File: config.mk
export PLATFORM = sky130hd
export DESIGN_NAME = uart_tx
export DESIGN_NICKNAME = d
export VERILOG_FILES = /design/src/rtl/uart_tx.sv
export SDC_FILE = /design/constraint.sdc
export NUM_CORES = 1
export LEC_CHECK = 0
export ABC_AREA = 1
export CAP_MARGIN = 15
export CORE_AREA = 2 2 136 138
export DETAILED_ROUTE_END_ITERATION = 10
export DIE_AREA = 0 0 138 140
export DONT_BUFFER_PORTS = 1
export SLEW_MARGIN = 20
export SYNTH_ARGS = -nofsm -noshare
export SYNTH_HDL_FRONTEND = slang
export SYNTH_SLANG_ARGS = --single-unit
File: constraint.sdc
create_clock -name clk -period 2.91 [get_ports clk]
set_input_delay 0.4365 -clock clk [delete_from_list [all_inputs] [get_ports clk]]
set_output_delay 0.4365 -clock clk [all_outputs]
set_load 0.005 [all_outputs]
File: src/rtl/uart_tx.sv
`timescale 1ns/1ps
// Register-mapped UART transmitter: CPU stores on the we/reg_num/wd bus feed a small FIFO,
// which drains onto tx as 8N1 frames, LSB first, at DIV+1 clocks per bit.
module uart_tx #(
  parameter int          DEPTH     = 4,
  parameter logic [15:0] DIV_RESET = 16'd867
) (
  input  logic        clk,
  input  logic        rst_n,
  input  logic        we,
  input  logic [2:0]  reg_num,
  input  logic [31:0] wd,
  output logic [31:0] rd,
  output logic        tx,
  output logic        irq
);

  localparam int AW = $clog2(DEPTH);
  localparam int PW = AW + 1;
  localparam logic [PW-1:0] PTR_ONE = PW'(1'b1);

  localparam logic [1:0] S_IDLE  = 2'd0;
  localparam logic [1:0] S_START = 2'd1;
  localparam logic [1:0] S_DATA  = 2'd2;
  localparam logic [1:0] S_STOP  = 2'd3;

  logic [1:0]    state_q, state_d;
  logic [2:0]    bit_q,   bit_d;
  logic [15:0]   cnt_q,   cnt_d;
  logic [15:0]   div_q,   div_d;
  logic [7:0]    shift_q, shift_d;
  logic          tx_q,    tx_d;
  logic          tx_en_q, tx_en_d;
  logic [15:0]   baud_q,  baud_d;
  logic          ovf_q,   ovf_d;
  logic [PW-1:0] wptr_q,  wptr_d;
  logic [PW-1:0] rptr_q,  rptr_d;
  logic [7:0]    mem_q [DEPTH];
  logic [7:0]    mem_d [DEPTH];

  logic wr_ctrl_s, wr_stat_s, wr_baud_s, wr_data_s;
  logic full_s, empty_s, busy_s, last_s, pop_s, push_s;
  logic [7:0] head_s;
  logic unused_s;

  assign wr_ctrl_s = we && (reg_num == 3'd0);
  assign wr_stat_s = we && (reg_num == 3'd1);
  assign wr_baud_s = we && (reg_num == 3'd2);
  assign wr_data_s = we && (reg_num == 3'd3);
  assign unused_s  = ^wd[31:16];

  assign full_s  = (wptr_q[AW] != rptr_q[AW]) && (wptr_q[AW-1:0] == rptr_q[AW-1:0]);
  assign empty_s = (wptr_q == rptr_q);
  assign busy_s  = (state_q != S_IDLE);
  assign last_s  = (cnt_q == div_q);
  assign head_s  = mem_q[rptr_q[AW-1:0]];

  // A pop happens from IDLE, or on the final STOP clock so frames run back to back.
  assign pop_s  = tx_en_q && !empty_s &&
                  ((state_q == S_IDLE) || ((state_q == S_STOP) && last_s));
  assign push_s = wr_data_s && (!full_s || pop_s);

  assign tx  = tx_q;
  assign irq = tx_en_q && empty_s && !busy_s;

  // Register file and FIFO bookkeeping.
  always_comb begin
    tx_en_d = wr_ctrl_s ? wd[0] : tx_en_q;
    baud_d  = wr_baud_s ? wd[15:0] : baud_q;
    if (wr_stat_s) begin
      ovf_d = 1'b0;
    end else if (wr_data_s && full_s && !pop_s) begin
      ovf_d = 1'b1;
    end else begin
      ovf_d = ovf_q;
    end
    wptr_d = push_s ? (wptr_q + PTR_ONE) : wptr_q;
    rptr_d = pop_s  ? (rptr_q + PTR_ONE) : rptr_q;
    mem_d  = mem_q;
    if (push_s) begin
      mem_d[wptr_q[AW-1:0]] = wd[7:0];
    end else begin
      mem_d[wptr_q[AW-1:0]] = mem_q[wptr_q[AW-1:0]];
    end
  end

  // Frame sequencer; the divisor is captured at each pop so BAUD writes never disturb a frame.
  always_comb begin
    state_d = state_q;
    bit_d   = bit_q;
    cnt_d   = cnt_q;
    div_d   = div_q;
    shift_d = shift_q;
    case (state_q)
      S_IDLE: begin
        cnt_d = 16'd0;
        if (pop_s) begin
          shift_d = head_s;
          div_d   = baud_q;
          state_d = S_START;
        end else begin
          state_d = S_IDLE;
        end
      end
      S_START: begin
        if (last_s) begin
          cnt_d   = 16'd0;
          bit_d   = 3'd0;
          state_d = S_DATA;
        end else begin
          cnt_d = cnt_q + 16'd1;
        end
      end
      S_DATA: begin
        if (last_s) begin
          cnt_d   = 16'd0;
          shift_d = {1'b0, shift_q[7:1]};
          if (bit_q == 3'd7) begin
            state_d = S_STOP;
          end else begin
            bit_d = bit_q + 3'd1;
          end
        end else begin
          cnt_d = cnt_q + 16'd1;
        end
      end
      S_STOP: begin
        if (last_s) begin
          cnt_d = 16'd0;
          if (pop_s) begin
            shift_d = head_s;
            div_d   = baud_q;
            state_d = S_START;
          end else begin
            state_d = S_IDLE;
          end
        end else begin
          cnt_d = cnt_q + 16'd1;
        end
      end
      default: begin
        state_d = S_IDLE;
        cnt_d   = 16'd0;
      end
    endcase
  end

  // tx is registered, so the line trails the state by one clock.
  always_comb begin
    case (state_q)
      S_IDLE:  tx_d = 1'b1;
      S_START: tx_d = 1'b0;
      S_DATA:  tx_d = shift_q[0];
      S_STOP:  tx_d = 1'b1;
      default: tx_d = 1'b1;
    endcase
  end

  // Combinational read mux.
  always_comb begin
    case (reg_num)
      3'd0:    rd = {31'd0, tx_en_q};
      3'd1:    rd = {28'd0, ovf_q, empty_s, full_s, busy_s};
      3'd2:    rd = {16'd0, baud_q};
      default: rd = 32'd0;
    endcase
  end

  // State registers.
  always_ff @(posedge clk or negedge rst_n) begin
    if (!rst_n) begin
      state_q <= S_IDLE;
      bit_q   <= 3'd0;
      cnt_q   <= 16'd0;
      div_q   <= DIV_RESET;
      shift_q <= 8'd0;
      tx_q    <= 1'b1;
      tx_en_q <= 1'b0;
      baud_q  <= DIV_RESET;
      ovf_q   <= 1'b0;
      wptr_q  <= '0;
      rptr_q  <= '0;
      for (int i = 0; i < DEPTH; i++) begin
        mem_q[i] <= 8'd0;
      end
    end else begin
      state_q <= state_d;
      bit_q   <= bit_d;
      cnt_q   <= cnt_d;
      div_q   <= div_d;
      shift_q <= shift_d;
      tx_q    <= tx_d;
      tx_en_q <= tx_en_d;
      baud_q  <= baud_d;
      ovf_q   <= ovf_d;
      wptr_q  <= wptr_d;
      rptr_q  <= rptr_d;
      mem_q   <= mem_d;
    end
  end

endmodule

After elaboration in Yosys (flattened, before gate mapping)
Cells that the tools add are included.
{"block": "totals", "romBits": 0, "n_memories": 0, "latchBits": 0, "reg_bits": 102, "ram_bits": 0, "inputBits": 38}
{"block": "op_classes", "multipliers": 0, "eq_ne": 16, "addsub": 4, "n_reduce_logical": 33, "muxes": 34, "div_mod_pow": 0, "n_shift": 0, "bitwise": 2, "order_cmp": 3}
{"cell": "$bwmux 32", "count": 2}
{"cell": "$mux 8", "count": 8}
{"cell": "$pmux 16 s2", "count": 2}
{"cell": "$mux 16", "count": 3}
{"cell": "$pmux 16 s3", "count": 1}
{"cell": "$bmux 8 s2", "count": 2}
{"cell": "$mux 32", "count": 1}
{"cell": "$pmux 8 s3", "count": 1}
{"cell": "$add 16x1->16 const B", "count": 1}
{"cell": "$demux 8 s2", "count": 1}
{"cell": "$eq 16x16->1", "count": 1}
{"cell": "$logic_and 1x1->1", "count": 14}
{"cell": "$ne 2x2->1 const B", "count": 5}
{"cell": "$add 3x1->3 const B", "count": 3}
{"cell": "$mux 3", "count": 3}
{"cell": "$mux 2", "count": 4}
{"cell": "$pmux 2 s4", "count": 1}
{"cell": "$reduce_and 4->1", "count": 2}
{"cell": "$reduce_bool 2->1", "count": 4}
{"cell": "$eq 3x2->1 const B", "count": 2}
{"cell": "$ge 3x3->1 const B", "count": 2}
{"cell": "$not 2->3", "count": 2}
{"cell": "$pmux 3 s2", "count": 1}
{"cell": "$eq 2x2->1 const B", "count": 2}
{"cell": "18 further kinds", "count": 24}

Depth between registers and ports, before layout
{"block": "depth", "word_depth": 8, "depth_mapped": 15}

Least setup slack after synthesis
No wires, ideal clock.
{"block": "synth_timing", "kind": "reg2reg", "startpoint": "register wptr_q[0]", "endpoint": "register mem_q[13] in the netlist's numbering", "path_slack_ps": 862, "synth_period_minus_slack_ps": 2048, "stages_incl_launch_ff": 11, "n_path_buf": 4, "setup_ps": 69, "t_arrival_ps": 1979, "cell_sequence": "dfrtp_1 > buf_2 > inv_1 > clkbuf_1 > ha_1 > clkbuf_1 > inv_1 > clkbuf_1 > nor2_1 > nand2_1 > nand3_1"}
{"block": "synth_via", "elab_chain_cells": 7, "word_cells_on_any_way": 21}
{"element": "start: declaration", "line": "36", "rtl": "logic [PW-1:0] wptr_q, wptr_d;"}
{"element": "start signal: assignment", "line": "196", "rtl": "wptr_q <= wptr_d;"}
{"element": "$not 2->3 (not written as such) or $eq 3x3->1 (tied branches)", "line": "81, 83, 53"}
{"element": "$ge 3x3->1 (not written as such) (tied with other cells)", "line": "81, 83"}
{"element": "$logic_and 1x1->1, on equally long branches", "line": "81, 83, 59"}
{"element": "$mux 8 (not written as such) or $logic_and 1x1->1 (tied branches)", "line": "81, 83, 59"}
{"element": "$demux 8 s2 or $logic_or 1x1->1 (tied branches)", "line": "81, 83, 61"}
{"element": "$bwmux 32 (tied with other cells)", "line": "83", "rtl": "mem_d[wptr_q[AW-1:0]] = mem_q[wptr_q[AW-1:0]];"}
{"element": "$mux 32 (*)", "line": "80", "rtl": "if (push_s) begin"}
{"element": "end signal: assignment", "line": "198", "rtl": "mem_q <= mem_d;"}
{"element": "end: declaration", "line": "38", "rtl": "logic [7:0] mem_q [DEPTH];"}
Mark *: on every way between the ends. The rest lies on a longest branch, timed or not. The select of a mux whose other input is x is not followed.
A chain may end at the register's enable or synchronous reset.

Worst setup path in the final report
{"block": "layout_timing", "startpoint": "register wptr_q[1]", "endpoint": "output rd[1]"}
{"block": "layout_via", "elab_chain_cells": 3}
{"element": "$eq 2x2->1", "line": "52", "rtl": "assign full_s = (wptr_q[AW] != rptr_q[AW]) && (wptr_q[AW-1:0] == rptr_q[AW-1:0]);"}
{"element": "$logic_and 1x1->1", "line": "52"}
{"element": "$pmux 16 s3", "line": "161", "rtl": "case (reg_num)"}
{"element": "end: declaration", "line": "13", "rtl": "output logic [31:0] rd,"}
No other way between the ends.

==> impl_metrics.json <==
{
  "outcome": "finished, final reports clean",
  "drt-initial-drc-count": 429,
  "synth-seq-cells": 102,
  "criticalPathCategory": "reg2out",
  "seq_area_frac_synth_pct": 41.7,
  "num_antenna_cells": 0,
  "clock-sinks": 102,
  "dp_hpwl_mm": 10.5,
  "drc": 0,
  "timing.final.crit_share_pct": 79.0,
  "layout-drive-gt1-share_pct": 8.67,
  "coreArea_um2": 17800,
  "ir_drop_mv": 0.376,
  "cts_root_buf": "clkbuf_16",
  "synth_top_cell_by_area": "dfrtp_1",
  "vias": 5235,
  "powerDensity_nw_per_um2": 1020,
  "routabilityCongestion": 0.815,
  "die_width_um": 138,
  "insertion_delay_ns": 0.36,
  "antenna_found_initial": 0,
  "syn_area_um2": 6150,
  "grt_pass1_vias": 4892,
  "fp.dieArea_um2": 19300,
  "finalHoldViolCount": 0,
  "tightest_slew_ns": 0.608,
  "fin_skew_ns": 0.0128,
  "cts_buffers": 9,
  "port_buffers": 0,
  "fmax_ghz": 0.435,
  "clk_pin_slew_worst_paths_ns": 0.07,
  "post_cts_buffers": 0,
  "period_needed_ns": 2.30,
  "critPathMaxFanout": 13,
  "crit_path_max_incr_delay_ns": 0.70,
  "postRouteAntennaNets": 0,
  "p_leak_nw": 3.38,
  "grt_max_degree": 103,
  "final.setup.tns_ns": 0,
  "cp_data_arrival_time_ns": 1.86,
  "htree_levels": 3,
  "wl_per_cell_um": 14.4,
  "postSynthCellCount": 858,
  "yosys_warnings": 0,
  "layout.nets": 900,
  "fill_cells": 1924,
  "cp.required_ns": 2.47,
  "synth_top_area_share_pct": 36.2,
  "power_mw": 6.73,
  "yosys.cell_types.count": 38,
  "avgSynthCellArea_um2": 7.17,
  "crit_chain": "xnor2_1, nand2_1, nor2_1, a32o_1",
  "finalSetupViolCount": 0,
  "num_rows": 49,
  "r2r_cells": 13,
  "via_per_inst": 4.83,
  "ys_top_cells_by_area": "dfrtp_1 36%, nand2_1 14%, nand3_1 7.9%, nor2_1 7.1%, inv_1 6.3%",
  "maxCapViolCount": 0,
  "overflow": 0,
  "drt_pass1_iterations": 5,
  "rsz0062_at_grt": "no",
  "slew_violations": 0,
  "critical_path.slowest_cell": "dfrtp_1",
  "area_delta_synth_final_pct": 7.54,
  "initial_core_util_pct": 34.6,
  "num_io_pins": 72,
  "die_height_um": 140,
  "max-slew-margin-rel_pct": 59.4,
  "drt_wl_total_mm": 15.6,
  "post_cts_resized": 0,
  "max-clock-path-buffers": 2,
  "end_kind": "output port",
  "tritoncts": "done",
  "hp-class": "in2async",
  "grt_pass1_wl_mm": 25.8,
  "start_kind": "flip-flop",
  "ctsHoldBuffers": 1,
  "grt.total_usage_pct": 16.6
}
[flip-flops by register name, indices dropped and copies added (netlist names), 2 cells and up]
| register | cells |
|---|---|
| bit_q | 3 |
| baud_q | 16 |
| state_q | 2 |
| mem_q | 32 |
| rptr_q | 3 |
| div_q | 16 |
| wptr_q | 3 |
| cnt_q | 16 |
| shift_q | 8 |
[where the power goes]
group	total (mW)	switching (mW)	internal, mW
sequential	2.44	0.463	1.98
combinational	3.08	2.00	1.08
clock	1.21	0.546	0.666
[cells in the mapped netlist]
library cell and number:
inv_1 103, a32o_1 2, conb_1 1, clkinv_1 1, o31ai_1 1, xnor2_1 6
nor2_8 1, ha_1 13, nand2_2 3, nor4_4 1, dfrtp_1 89, buf_2 5
dfstp_2 13, o21ai_1 1, a31oi_1 2, nor4_1 3, o221ai_1 7, inv_2 8
nor3_1 8, o211ai_1 1, buf_6 5, a21oi_1 25, nand2_4 4, xor2_1 5
o21ai_0 49, nand2_1 224, nor2_2 1, nor2_1 117, nor3_2 1, o21ai_2 8
nand3b_1 1, buf_4 20, buf_1 1, o22ai_1 7, nand4_1 1, mux2_2 3
clkbuf_1 20, nand3_1 97
[worst paths after layout]
path	start	end	slack, ns
worst max-delay path	wptr_q[1]$_DFFE_PN0P_	rd[1]	0.61
worst min-delay path	rst_n	wptr_q[1]$_DFFE_PN0P_	0.01
worst max register to register	div_q[9]$_DFFE_PN1P_	mem_q[5]$_DFFE_PN0P_	0.81
worst min register to register	shift_q[7]$_DFFE_PN0P_	shift_q[7]$_DFFE_PN0P_	0.48
max in group asynchronous	rst_n	tx$_DFF_PN1_	2.46
min in group clk	wd[5]	baud_q[5]$_DFFE_PN1P_	0.21
[cells in the final DEF, fill, tap and decap left out, drive strengths merged, types with 10 or more instances in the layout]
cell type,n
nor2,119
a21oi,25
buf,16
dfrtp,89
clkbuf,10
conb,16
inv,111
dfstp,13
o21ai,58
nand2,231
ha,13
nand3,97
[final cells by class]
class	instances	area (um2)	share of cell area [%]
Clock buffer	10	229	3.46
Clock inverter	6	62.6	0.945
Multi-Input combinational cell	608	2910	44.0
Sequential cell	102	2570	38.8
Inverter	112	420	6.35
Timing Repair Buffer	16	140	2.12
Tap cell	229	287	4.33
[critical path: cells and delay by family, from the launching register on]
| kind | cells | cell delay [ns] |
|---|---|---|
| AOI/OAI and AO/OA | 1 | 0.26 |
| xor gates and xnor gates | 1 | 0.20 |
| and+or+nand+nor | 2 | 0.34 |
| DFF | 1 | 0.70 |
[per-stage QoR]
| step | instance area [um2] | worst slack [ns] | cells | util (%) | hold slack, ns |
|---|---|---|---|---|---|
| final | 6620 | 0.613 | 1083 | 37.2 | 0.0100 |
| after global routing | 6620 | 0.468 | 1083 | 37.2 | 0.0379 |
| after CTS | 6620 | 0.607 | 1083 | 37.2 | 0.0392 |
| after detailed placement | 6300 | 0.821 | 1066 | 35.4 | 0.145 |
| after global placement | 6300 | 0.826 | 1066 | 35.4 | 0.145 |
| after floorplan | 6210 | 0.862 | 873 | - | 0.141 |
[cell families after synthesis]
logic type	Yosys count	synth area share (%)
AND/OR/NAND/NOR	462	31.8
buffers and inverters	163	11.9
AO/OA/AOI/OAI	103	9.72
flip-flops	102	41.7
adder cells (fa/ha/maj)	13	2.64
XOR/XNOR	11	1.57
multiplexers	3	0.549
other	1	0.0609
[layer usage]
metal	vias up	track usage (%)	share of wire [%]
li1	2667	-	-
met1	2427	22.3	48
met2	123	26.8	45
met3	18	3.83	4.9
met4	0	4.73	1.7
met5	-	0	0
No activity file was read; power rests on OpenSTA's default activity.
